<file path="config.mk">
export PLATFORM = sky130hd
export DESIGN_NAME = fft_frame_loader_flat
export DESIGN_NICKNAME = d
export VERILOG_FILES = /design/src/rtl/fft_pkg.sv /design/src/rtl/fft_frame_loader_if.sv /design/src/rtl/fft_frame_loader.sv /design/src/flat_wrapper.sv
export SDC_FILE = /design/constraint.sdc
export NUM_CORES = 1
export LEC_CHECK = 0
export CORE_AREA = 4 4 327 249
export CTS_CLUSTER_DIAMETER = 40
export CTS_CLUSTER_SIZE = 20
export DETAILED_ROUTE_END_ITERATION = 8
export DIE_AREA = 0 0 331 253
export DONT_BUFFER_PORTS = 1
export GPL_ROUTABILITY_DRIVEN = 0
export PLACE_DENSITY = 0.71
export REMOVE_ABC_BUFFERS = 1
export SYNTH_ARGS = -nofsm -noshare
export SYNTH_HDL_FRONTEND = slang
export SYNTH_SLANG_ARGS = --single-unit
</file>
<file path="constraint.sdc">
create_clock -name clk -period 3.9 [get_ports clk]
set_input_delay 0.975 -clock clk [delete_from_list [all_inputs] [get_ports clk]]
set_output_delay 0.975 -clock clk [all_outputs]
set_load 0.03 [all_outputs]
</file>
<file path="src/rtl/fft_pkg.sv">
// Shared definitions for the 16-point FFT datapath and its frame loader.
package fft_pkg;
    localparam int FFT_N  = 16;
    localparam int FFT_DW = 16;
    localparam int FFT_Q  = 15;

    typedef logic signed [FFT_DW-1:0] sample_t;

    typedef enum logic [0:0] {
        FILL = 1'b0,
        HOLD = 1'b1
    } state_t;
endpackage

</file>
<file path="src/rtl/fft_frame_loader_if.sv">
// Sample stream in, whole frame out: the two handshakes around the frame loader.
interface fft_frame_loader_if #(
    parameter int N          = fft_pkg::FFT_N,
    parameter int DATA_WIDTH = fft_pkg::FFT_DW
);
    logic                         in_valid;
    logic                         in_ready;
    logic signed [DATA_WIDTH-1:0] in_real;
    logic signed [DATA_WIDTH-1:0] in_imag;
    logic                         in_last;
    logic signed [DATA_WIDTH-1:0] frame_real [0:N-1];
    logic signed [DATA_WIDTH-1:0] frame_imag [0:N-1];
    logic                         frame_valid;
    logic                         frame_ready;
    logic                         frame_err;

    modport slave (
        input  in_valid, in_real, in_imag, in_last, frame_ready,
        output in_ready, frame_real, frame_imag, frame_valid, frame_err
    );

    modport master (
        output in_valid, in_real, in_imag, in_last, frame_ready,
        input  in_ready, frame_real, frame_imag, frame_valid, frame_err
    );
endinterface

</file>
<file path="src/rtl/fft_frame_loader.sv">
// Double-buffered stream-to-frame loader feeding the combinational 16-point FFT.
module fft_frame_loader
    import fft_pkg::*;
#(
    parameter int N          = FFT_N,
    parameter int DATA_WIDTH = FFT_DW
) (
    input logic              clk,
    input logic              rst_n,
    fft_frame_loader_if.slave bus
);
    localparam int              IDX_W    = $clog2(N);
    localparam logic [IDX_W-1:0] LAST_IDX = IDX_W'(N - 1);

    state_t                       state_r;
    state_t                       state_s;
    logic [IDX_W-1:0]             wr_idx_r;
    logic signed [DATA_WIDTH-1:0] fill_real_r [0:N-1];
    logic signed [DATA_WIDTH-1:0] fill_imag_r [0:N-1];
    logic signed [DATA_WIDTH-1:0] out_real_r  [0:N-1];
    logic signed [DATA_WIDTH-1:0] out_imag_r  [0:N-1];
    logic                         frame_valid_r;
    logic                         frame_err_r;

    logic sample_acc_s;
    logic frame_acc_s;
    logic complete_s;
    logic short_s;
    logic copy_s;
    logic copy_in_s;
    logic frame_valid_s;

    // Next-state and copy decisions; in_ready is a pure decode of state_r.
    always_comb begin
        state_s       = state_r;
        copy_s        = 1'b0;
        copy_in_s     = 1'b0;
        frame_valid_s = frame_valid_r;
        sample_acc_s  = bus.in_valid && (state_r == FILL);
        frame_acc_s   = frame_valid_r && bus.frame_ready;
        complete_s    = sample_acc_s && (wr_idx_r == LAST_IDX);
        short_s       = sample_acc_s && bus.in_last && (wr_idx_r != LAST_IDX);
        case (state_r)
            FILL: begin
                if (complete_s) begin
                    if (!frame_valid_r || frame_acc_s) begin
                        copy_s    = 1'b1;
                        copy_in_s = 1'b1;
                    end else begin
                        state_s = HOLD;
                    end
                end else begin
                    state_s = FILL;
                end
            end
            HOLD: begin
                if (frame_acc_s) begin
                    copy_s  = 1'b1;
                    state_s = FILL;
                end else begin
                    state_s = HOLD;
                end
            end
            default: begin
                state_s = FILL;
            end
        endcase
        if (copy_s) begin
            frame_valid_s = 1'b1;
        end else if (frame_acc_s) begin
            frame_valid_s = 1'b0;
        end else begin
            frame_valid_s = frame_valid_r;
        end
    end

    // FSM state register.
    always_ff @(posedge clk or negedge rst_n) begin
        if (!rst_n) begin
            state_r <= FILL;
        end else begin
            state_r <= state_s;
        end
    end

    // Write pointer and handshake flags; a short frame just rewinds the pointer.
    always_ff @(posedge clk or negedge rst_n) begin
        if (!rst_n) begin
            wr_idx_r      <= '0;
            frame_valid_r <= 1'b0;
            frame_err_r   <= 1'b0;
        end else begin
            frame_valid_r <= frame_valid_s;
            frame_err_r   <= short_s;
            if (sample_acc_s) begin
                wr_idx_r <= (complete_s || short_s) ? '0 : wr_idx_r + IDX_W'(1);
            end
        end
    end

    // Fill bank: every accepted sample lands at wr_idx, including the last one,
    // so a frame parked in HOLD is complete in this bank.
    always_ff @(posedge clk or negedge rst_n) begin
        if (!rst_n) begin
            for (int i = 0; i < N; i++) begin
                fill_real_r[i] <= '0;
                fill_imag_r[i] <= '0;
            end
        end else if (sample_acc_s) begin
            fill_real_r[wr_idx_r] <= bus.in_real;
            fill_imag_r[wr_idx_r] <= bus.in_imag;
        end
    end

    // Output bank: the completing sample bypasses the fill bank on a direct copy.
    always_ff @(posedge clk or negedge rst_n) begin
        if (!rst_n) begin
            for (int i = 0; i < N; i++) begin
                out_real_r[i] <= '0;
                out_imag_r[i] <= '0;
            end
        end else if (copy_s) begin
            for (int i = 0; i < N; i++) begin
                if (copy_in_s && (i == N - 1)) begin
                    out_real_r[i] <= bus.in_real;
                    out_imag_r[i] <= bus.in_imag;
                end else begin
                    out_real_r[i] <= fill_real_r[i];
                    out_imag_r[i] <= fill_imag_r[i];
                end
            end
        end
    end

    assign bus.in_ready    = (state_r == FILL);
    assign bus.frame_valid = frame_valid_r;
    assign bus.frame_err   = frame_err_r;
    assign bus.frame_real  = out_real_r;
    assign bus.frame_imag  = out_imag_r;
endmodule

</file>
<file path="src/flat_wrapper.sv">
// flat-port wrapper written by rule: the top's interface ports become plain ports
module fft_frame_loader_flat import fft_pkg::*;
#(
    parameter int N          = FFT_N,
    parameter int DATA_WIDTH = FFT_DW
)
  (clk, rst_n, bus_in_valid, bus_in_real, bus_in_imag, bus_in_last, bus_frame_ready, bus_in_ready, bus_frame_real, bus_frame_imag, bus_frame_valid, bus_frame_err);
  fft_frame_loader_if #(.N(N), .DATA_WIDTH(DATA_WIDTH)) bus_i ();
  input logic clk;
  input logic rst_n;
  input wire logic [$bits(bus_i.in_valid)-1:0] bus_in_valid;
  input wire logic [$bits(bus_i.in_real)-1:0] bus_in_real;
  input wire logic [$bits(bus_i.in_imag)-1:0] bus_in_imag;
  input wire logic [$bits(bus_i.in_last)-1:0] bus_in_last;
  input wire logic [$bits(bus_i.frame_ready)-1:0] bus_frame_ready;
  output wire logic [$bits(bus_i.in_ready)-1:0] bus_in_ready;
  output wire logic [$bits(bus_i.frame_real)-1:0] bus_frame_real;
  output wire logic [$bits(bus_i.frame_imag)-1:0] bus_frame_imag;
  output wire logic [$bits(bus_i.frame_valid)-1:0] bus_frame_valid;
  output wire logic [$bits(bus_i.frame_err)-1:0] bus_frame_err;
  assign bus_i.in_valid = bus_in_valid;
  assign bus_i.in_real = bus_in_real;
  assign bus_i.in_imag = bus_in_imag;
  assign bus_i.in_last = bus_in_last;
  assign bus_i.frame_ready = bus_frame_ready;
  assign bus_in_ready = bus_i.in_ready;
  assign bus_frame_real = {>>{bus_i.frame_real}};
  assign bus_frame_imag = {>>{bus_i.frame_imag}};
  assign bus_frame_valid = bus_i.frame_valid;
  assign bus_frame_err = bus_i.frame_err;
  fft_frame_loader #(.N(N), .DATA_WIDTH(DATA_WIDTH)) u_core (.clk(clk), .rst_n(rst_n), .bus(bus_i));
endmodule
</file>
==> impl_metrics.yaml, run 1 <==
setup_path:
  path_class: "input pin to asynchronous set/reset pin"
  r2r_setup_slack_ps: 1270
  critPathArrivalTime_ps: 4180
  crit_path_start: "rst_n"
  crit_fanout: 898
  ff2ff_path_depth: 6
  r2r-start: "u_core.wr_idx_r[0]"
  required_ps: 3090
  r2r_end: "u_core.fill_real_r[17]"
  startpoint_type: "input pin"
  endpoint_kind: "asynchronous set/reset pin"
yosys:
  ys_types: 31
  synth.top_cell.area_share_pct: 66.4
  synth_warnings: 0
  ys_top_cells_by_area: "dfrtp_1 (66%), mux2_2 (20%), mux2_1 (9.2%)"
  synth_ff_type: "dfrtp_1"
  synth_seq_cells: 1031
  yosysSeqAreaShare_pct: 66.4
  synth.avg_cell_area_sq_um: 16.9
  synth_edf_count: 0
  synth-async-reset-ratio_pct: 100
  yosysTopAreaCell: "dfrtp_1"
  syn_inst: 2293
  synth_area_sq_um: 38900
layout:
  final_cell_area_sq_um: 43700
  final_cells: 3431
  nNetsFinal: 2333
  drive_above_1_share_pct: 39.8
  antenna_cells: 0
  fillers: 5945
  areaGrowthSynthToFinish_pct: 12.5
sta:
  worst_slew_pin_slew_ps: 6410
  setup_viol: 403
  layout_setup_ws_ps: -1090
  finClkSkew_ps: 27.1
  fmax_mhz: 200
  max_slew_margin_pct: -328
  post-route-period-util_pct: 128
  finalHoldViolCount: 0
  rsz0062_at_grt: "false"
  slew_viol_final: 843
  fin_setup_tns_ps: -289370
  period_minus_slack_ps: 4990
  hold_ws_ps: 109
die:
  dieArea_sq_um: 83700
  coreArea_sq_um: 78100
  io_pins: 552
  start_util_pct: 49.8
  fp-row-count: 89
  dieWidth_um: 331
  die_y_um: 253
outcome:
  status: "finished, violations left"
  violations: "max-slew violations, negative setup slack"
drt:
  drtAntennaViolNets: 0
  viasPerCell: 5.54
  wl_per_cell_um: 26.5
  num_vias: 19018
  drtIter0Drc: 1075
  firstDrtPassIters: 5
  totalWireLength_mm: 90.9
  drc: 0
global_route:
  grt_antenna_before_repair: 1
  grt_first_pass_wirelength_mm: 136
  overflow: 0
  grt_usage_pct: 21.5
  grt_pass1_vias: 20728
  grt_max_degree: 919
flow_run:
  maxCapViolations: 0
clock_tree:
  post_cts_buffers: 0
  cts.sinks: 1031
  htree_levels: 3
  clock_path_buffers: 3
  tritoncts: "yes"
  numCtsBuffers: 108
  cts-root-buf: "clkbuf_16"
  hold_buffers: 1
  path_clk_slew_ps: 60
  clk_latency_ps: 660
  cts_resized: 0
power_and_ir_drop:
  p_leak_nw: 22.2
  peakVddDrop_mv: 0.390
  power_density_nw_per_um2: 570
placement:
  dp_hpwl_mm: 56.6
  numPortBuffers: 0
  placed_cells: 3225
  place_area_sq_um: 39800
hold_path:
  hold_class: "input pin to asynchronous set/reset pin"
sequential cells by signal, summed over array words and instances, names as in the netlist:
signal                  count
u_core.bus.frame_imag     256
u_core.bus.frame_real     256
u_core.fill_imag_r        256
u_core.fill_real_r        256
u_core.wr_idx_r             4
u_core.bus.frame_err        1
u_core.bus.frame_valid      1
u_core.state_r              1
through the flow:
| step | utilization (%) | power (mW) | worst slack, ps |
|---|---|---|---|
| final | 56.0 | 24.9 | -1090 |
| after global placement | 51.0 | 13.9 | 1110 |
| after floorplan | - | 13.7 | -11290 |
| after CTS | 56.0 | 25.1 | 1210 |
| after detailed placement | 51.0 | 14.1 | 963 |
| after global routing | 56.0 | 25.8 | 1160 |
layout by cell type (no fill, tap or decap), types with 10 or more instances in the layout:
cell,instances
clkbuf_8,12
dfrtp_1,1031
clkbuf_1,12
clkbuf_16,111
buf_4,20
inv_6,21
mux2_2,705
buf_12,13
bufinv_16,13
clkinv_2,10
mux2_1,317
a221o_1,17
and2_1,17
kinds of logic (layout without fill, tap and decap cells):
group | Yosys count | after routing | share of synthesized area [%]
flops | 1031 | 1031 | 66.4
mux | 1022 | 1022 | 29.6
buf+inv | 151 | 243 | 2.36
simple gates | 59 | 59 | 0.930
compound gates | 25 | 25 | 0.567
fa+ha+maj | 4 | 4 | 0.129
xor+xnor | 1 | 1 | 0.0225
report_power, final:
group	leakage [nW]	switching, mW	internal (mW)
registers	14.0	0.628	11.9
clock network	1.90	4.50	6.45
logic	6.33	0.457	0.956
routing by layer:
layer	vias to the layer above	GRT usage, %	wire length [um]
li1	8155	-	-
met1	10277	27.7	37400
met2	483	34.7	43400
met3	103	8.17	8410
met4	0	4.98	1720
met5	-	0	0
worst max path at each step:
stage	end	depth (start not counted)	slack (ps)
global route	u_core.fill_real_r[16]	6	1160
CTS	u_core.fill_real_r[16]	6	1210
finish	u_core.fill_imag_r[172]	0	-1090
detailed placement	u_core.fill_imag_r[234]	3	960
floorplan	u_core.bus.frame_imag[111]	3	-11290
global placement	u_core.fill_real_r[233]	3	1110
cells in the mapped netlist, types with 2 or more instances:
master	instances
and2_1	17
mux2_2	705
buf_4	2
nor2b_1	2
nor3b_2	2
o21ai_0	3
clkbuf_1	41
buf_6	34
or4b_1	2
nand3b_1	3
inv_1	4
nor3_1	4
nand2b_1	2
dfrtp_1	1031
ha_1	4
nand3_1	6
buf_2	70
a31oi_1	2
nor2_1	11
nand2_1	5
a221o_1	17
mux2_1	317
layout make-up:
cell class / count / area, sq um / area share (%)
flip-flops and latches: 1031 / 25800 / 59.0
repair buffers: 36 / 458 / 1.05
clock inverters: 68 / 908 / 2.08
well taps: 1046 / 1310 / 2.99
inverters: 4 / 15.0 / 0.0343
clock buffers: 135 / 2990 / 6.83
multi-input cells: 1111 / 12300 / 28.0
No activity file was read; power rests on OpenSTA's default activity.
==> run 2: changes to the inputs <==
Settings changed: CORE_AREA 4 4 327 249 to 4 4 297 226, DIE_AREA 0 0 331 253 to 0 0 301 230, PLACE_DENSITY 0.71 to 0.82.
==> impl_metrics.yaml, run 2 (synthesized netlist as in run 1, its figures left out) <==
power_and_ir_drop:
  intPower_mw: 18.7
  peakVddDrop_mv: 0.468
  power_density_nw_per_um2: 569
  total_power_mw: 24.7
  power_frac_clock_pct: 42.5
  pwr-share-seq_pct: 50.9
  power.net_switching_mw: 6.03
  pwr-share-comb_pct: 6.6
  p_sw_share_pct: 24.4
  p_leak_nw: 22.1
setup_path:
  required_ps: 4450
  crit_end: "u_core.bus.frame_imag[40]"
  ff2ff_path_depth: 5
  endpoint_kind: "asynchronous set/reset pin"
  r2r_setup_slack_ps: 1140
  startpoint_type: "input pin"
  crit_path_start: "rst_n"
  r2r_end: "u_core.bus.frame_imag[39]"
  r2r-start: "u_core.bus.frame_valid"
  crit_fanout: 331
  critPathArrivalTime_ps: 4110
  path_class: "input pin to asynchronous set/reset pin"
layout:
  nNetsFinal: 2331
  antenna_cells: 0
  final_cells: 3246
  fillers: 3979
  final_common_cell: "dfrtp_1"
  drive_above_1_share_pct: 40.0
  final_cell_area_sq_um: 43400
  areaGrowthSynthToFinish_pct: 11.7
  final_cell_mix: "dfrtp_1 (1031), mux2_2 (705), mux2_1 (317)"
sta:
  fmax_mhz: 281
  rsz0062_at_grt: "false"
  finClkSkew_ps: 46.2
  hold_ws_ps: 163
  setup_viol: 0
  period_minus_slack_ps: 3560
  slew_viol_final: 261
  max_slew_margin_pct: -10.6
  worst_slew_pin_slew_ps: 1660
  layout_setup_ws_ps: 344
  post-route-period-util_pct: 91.2
  finalHoldViolCount: 0
placement:
  dp_hpwl_mm: 55.3
  numPortBuffers: 0
  place_area_sq_um: 39600
  placed_cells: 3053
  dpl_worst_slack_ps: 926
global_route:
  grt_antenna_before_repair: 1
  grt_first_pass_wirelength_mm: 137
  grt_pass1_vias: 21163
  grt_max_degree: 991
  grt_usage_pct: 26.1
  overflow: 0
die:
  start_util_pct: 60.3
  coreArea_sq_um: 64500
  die_y_um: 230
  io_pins: 552
  dieWidth_um: 301
  dieArea_sq_um: 69200
  fp-row-count: 81
drt:
  drtIter0Drc: 1139
  drtAntennaViolNets: 0
  viasPerCell: 5.99
  totalWireLength_mm: 90.6
  drc: 0
  firstDrtPassIters: 5
  num_vias: 19451
  wl_per_cell_um: 27.9
hold_path:
  hold_class: "input pin to asynchronous set/reset pin"
outcome:
  violations: "max-slew violations"
  status: "finished, violations left"
clock_tree:
  path_clk_slew_ps: 60
  cts_resized: 0
  htree_levels: 3
  cts.sinks: 1031
  numCtsBuffers: 100
  clk_latency_ps: 660
  tritoncts: "yes"
  cts-root-buf: "clkbuf_16"
  clock_path_buffers: 3
flow_run:
  maxCapViolations: 0
run 2: worst min-delay path by stage:
stage                       startpoint                          to  slack (ps)  depth (start not counted)
2_1_floorplan  u_core.fill_imag_r[192]  u_core.bus.frame_imag[192]         450                          1
3_3_place_gp   u_core.fill_imag_r[228]  u_core.bus.frame_imag[228]         460                          1
3_5_place_dp   u_core.fill_imag_r[165]  u_core.bus.frame_imag[165]         470                          1
4_1_cts                          rst_n  u_core.bus.frame_imag[124]           2                          0
5_1_grt                          rst_n  u_core.bus.frame_real[127]         150                          1
6_report                         rst_n      u_core.fill_real_r[75]         160                          1
run 2: repair_timing:
| action | CTS | global route |
|---|---|---|
| hold buffers | 1 | 1 |
| hold endpoints to repair | 42 | 13 |
| buffers inserted | 0 | 0 |
run 2: power by group through the flow:
stage / registers (mW) / logic [mW] / clock network (mW)
6_report: 12.6 / 1.62 / 10.5
5_1_grt: 12.7 / 1.80 / 11.2
4_1_cts: 12.6 / 1.44 / 10.6
3_5_place_dp: 12.7 / 1.40 / 0
3_3_place_gp: 12.6 / 1.28 / 0
2_1_floorplan: 12.5 / 1.18 / 0
run 2: worst max-delay path, cell delays in order:
cell	delay, ps
buf_16	850
buf_16	660
buf_16	830
run 2: stage by stage:
step           setup TNS (ps)  util [%]
2_1_floorplan        -5428400         -
4_1_cts                     0      67.2
5_1_grt                     0      67.4
3_5_place_dp                0      61.4
6_report                    0      67.4
3_3_place_gp                0      61.4
run 2: area by class of cell:
type                       instances  area (sq um)  area share [%]
clock buffer                     114          2700            6.22
clock inverter                    73          1030            2.37
inverter                           4          15.0          0.0346
multi-input combinational       1111         12200            28.2
sequential                      1031         25800            59.4
tap                              871          1090            2.51
timing repair buffer              42           548            1.26
run 2: routing by layer:
layer / track usage (%) / wire length [um]
met5: 0 / 0
met3: 9.54 / 8180
met1: 33.5 / 36000
met2: 41.9 / 43400
met4: 8.43 / 2980
==> run 3: changes to the inputs <==
Settings changed: CTS_BUF_LIST set to sky130_fd_sc_hd__clkbuf_2 sky130_fd_sc_hd__clkbuf_4 sky130_fd_sc_hd__clkbuf_8, GPL_ROUTABILITY_DRIVEN 0 to unset.
==> impl_metrics.yaml, run 3 (synthesized netlist as in run 1, its figures left out) <==
drt:
  totalWireLength_mm: 87.4
  drtAntennaViolNets: 0
  firstDrtPassIters: 5
  viasPerCell: 5.97
  wl_per_cell_um: 27.0
  num_vias: 19352
  drc: 0
  drtIter0Drc: 1275
power_and_ir_drop:
  total_power_mw: 21.8
  power_density_nw_per_um2: 517
  peakVddDrop_mv: 0.368
  p_leak_nw: 21.5
global_route:
  grt_usage_pct: 25.2
  overflow: 0
  grt_first_pass_wirelength_mm: 133
  grt_antenna_before_repair: 3
  grt_max_degree: 1032
  grt_pass1_vias: 20697
clock_tree:
  tritoncts: "yes"
  cts.sinks: 1031
  htree_levels: 3
  clk_latency_ps: 740
  cts-root-buf: "clkbuf_8"
  clock_path_buffers: 3
  path_clk_slew_ps: 90
  post_cts_buffers: 0
  numCtsBuffers: 100
  cts_resized: 0
placement:
  gp_congestion: 0.775
  dpl_worst_slack_ps: 926
  numPortBuffers: 0
  dp_hpwl_mm: 55.3
sta:
  slew_viol_final: 886
  worst_slew_pin_slew_ps: 6720
  rsz0062_at_grt: "false"
  layout_setup_ws_ps: -1260
  finalHoldViolCount: 40
  hold_ws_ps: -50.6
  fin_setup_tns_ps: -494680
  setup_viol: 510
  period_minus_slack_ps: 5160
  finClkSkew_ps: 65.5
  max_slew_margin_pct: -348
  post-route-period-util_pct: 132
  fmax_mhz: 194
die:
  start_util_pct: 60.3
  dieArea_sq_um: 69200
  fp-row-count: 81
  io_pins: 552
  dieWidth_um: 301
  coreArea_sq_um: 64500
  die_y_um: 230
outcome:
  violations: "negative hold slack, max-slew violations, negative setup slack"
  status: "finished, violations left"
layout:
  nNetsFinal: 2325
  final_common_cell: "dfrtp_1"
  antenna_cells: 0
  areaGrowthSynthToFinish_pct: 8.28
  drive_above_1_share_pct: 40.0
  final_cell_mix: "dfrtp_1 (1031), mux2_2 (705), mux2_1 (317)"
  fin_util_pct: 65.3
setup_path:
  r2r_end: "u_core.bus.frame_real[130]"
  required_ps: 3060
  path_class: "input pin to asynchronous set/reset pin"
  critPathArrivalTime_ps: 4320
  r2r-start: "u_core.bus.frame_valid"
  crit_end: "u_core.bus.frame_imag[142]"
  ff2ff_path_depth: 5
  crit_path_start: "rst_n"
  startpoint_type: "input pin"
  crit_fanout: 1031
  endpoint_kind: "asynchronous set/reset pin"
  r2r_setup_slack_ps: 1160
  cp.depth: 0
hold_path:
  hold_class: "input pin to asynchronous set/reset pin"
flow_run:
  maxCapViolations: 0
-- run 3: worst min-delay path by stage --
stage | startpoint | endpoint | slack (ps) | depth (start not counted)
floorplan | u_core.fill_imag_r[192] | u_core.bus.frame_imag[192] | 450 | 1
global placement | u_core.fill_imag_r[228] | u_core.bus.frame_imag[228] | 460 | 1
detailed placement | u_core.fill_imag_r[165] | u_core.bus.frame_imag[165] | 470 | 1
CTS | rst_n | u_core.bus.frame_real[179] | -130 | 0
global route | rst_n | u_core.bus.frame_imag[124] | -100 | 0
finish | rst_n | u_core.bus.frame_real[179] | -50 | 0
-- run 3: routing by layer --
| metal | vias up | share of wire, % | track usage [%] |
|---|---|---|---|
| met2 | 535 | 48 | 39.9 |
| met3 | 135 | 8.8 | 9.06 |
| met5 | - | 0.015 | 0 |
| met4 | 2 | 2.7 | 7.70 |
| li1 | 8086 | - | - |
| met1 | 10594 | 41 | 33.2 |
-- run 3: metrics by stage --
stage / cell area, sq um / std cells
after global routing: 42100 / 3240
after floorplan: 38000 / 2146
final: 42100 / 3240
after global placement: 39600 / 3053
after CTS: 42100 / 3240
after detailed placement: 39600 / 3053
-- run 3: area by class of cell --
type                            instances  area, sq um
Clock buffer                          114         1550
Clock inverter                         73          982
Fill cell                            4200        22400
Inverter                                4         15.0
Multi-Input combinational cell       1111        12200
Sequential cell                      1031        25800
Tap cell                              871         1090
Timing Repair Buffer                   36          408
-- run 3: power by group --
part | total [mW] | internal (mW) | switching (mW)
sequential | 12.6 | 11.9 | 0.655
combinational | 1.39 | 0.954 | 0.439
clock | 7.81 | 3.53 | 4.28
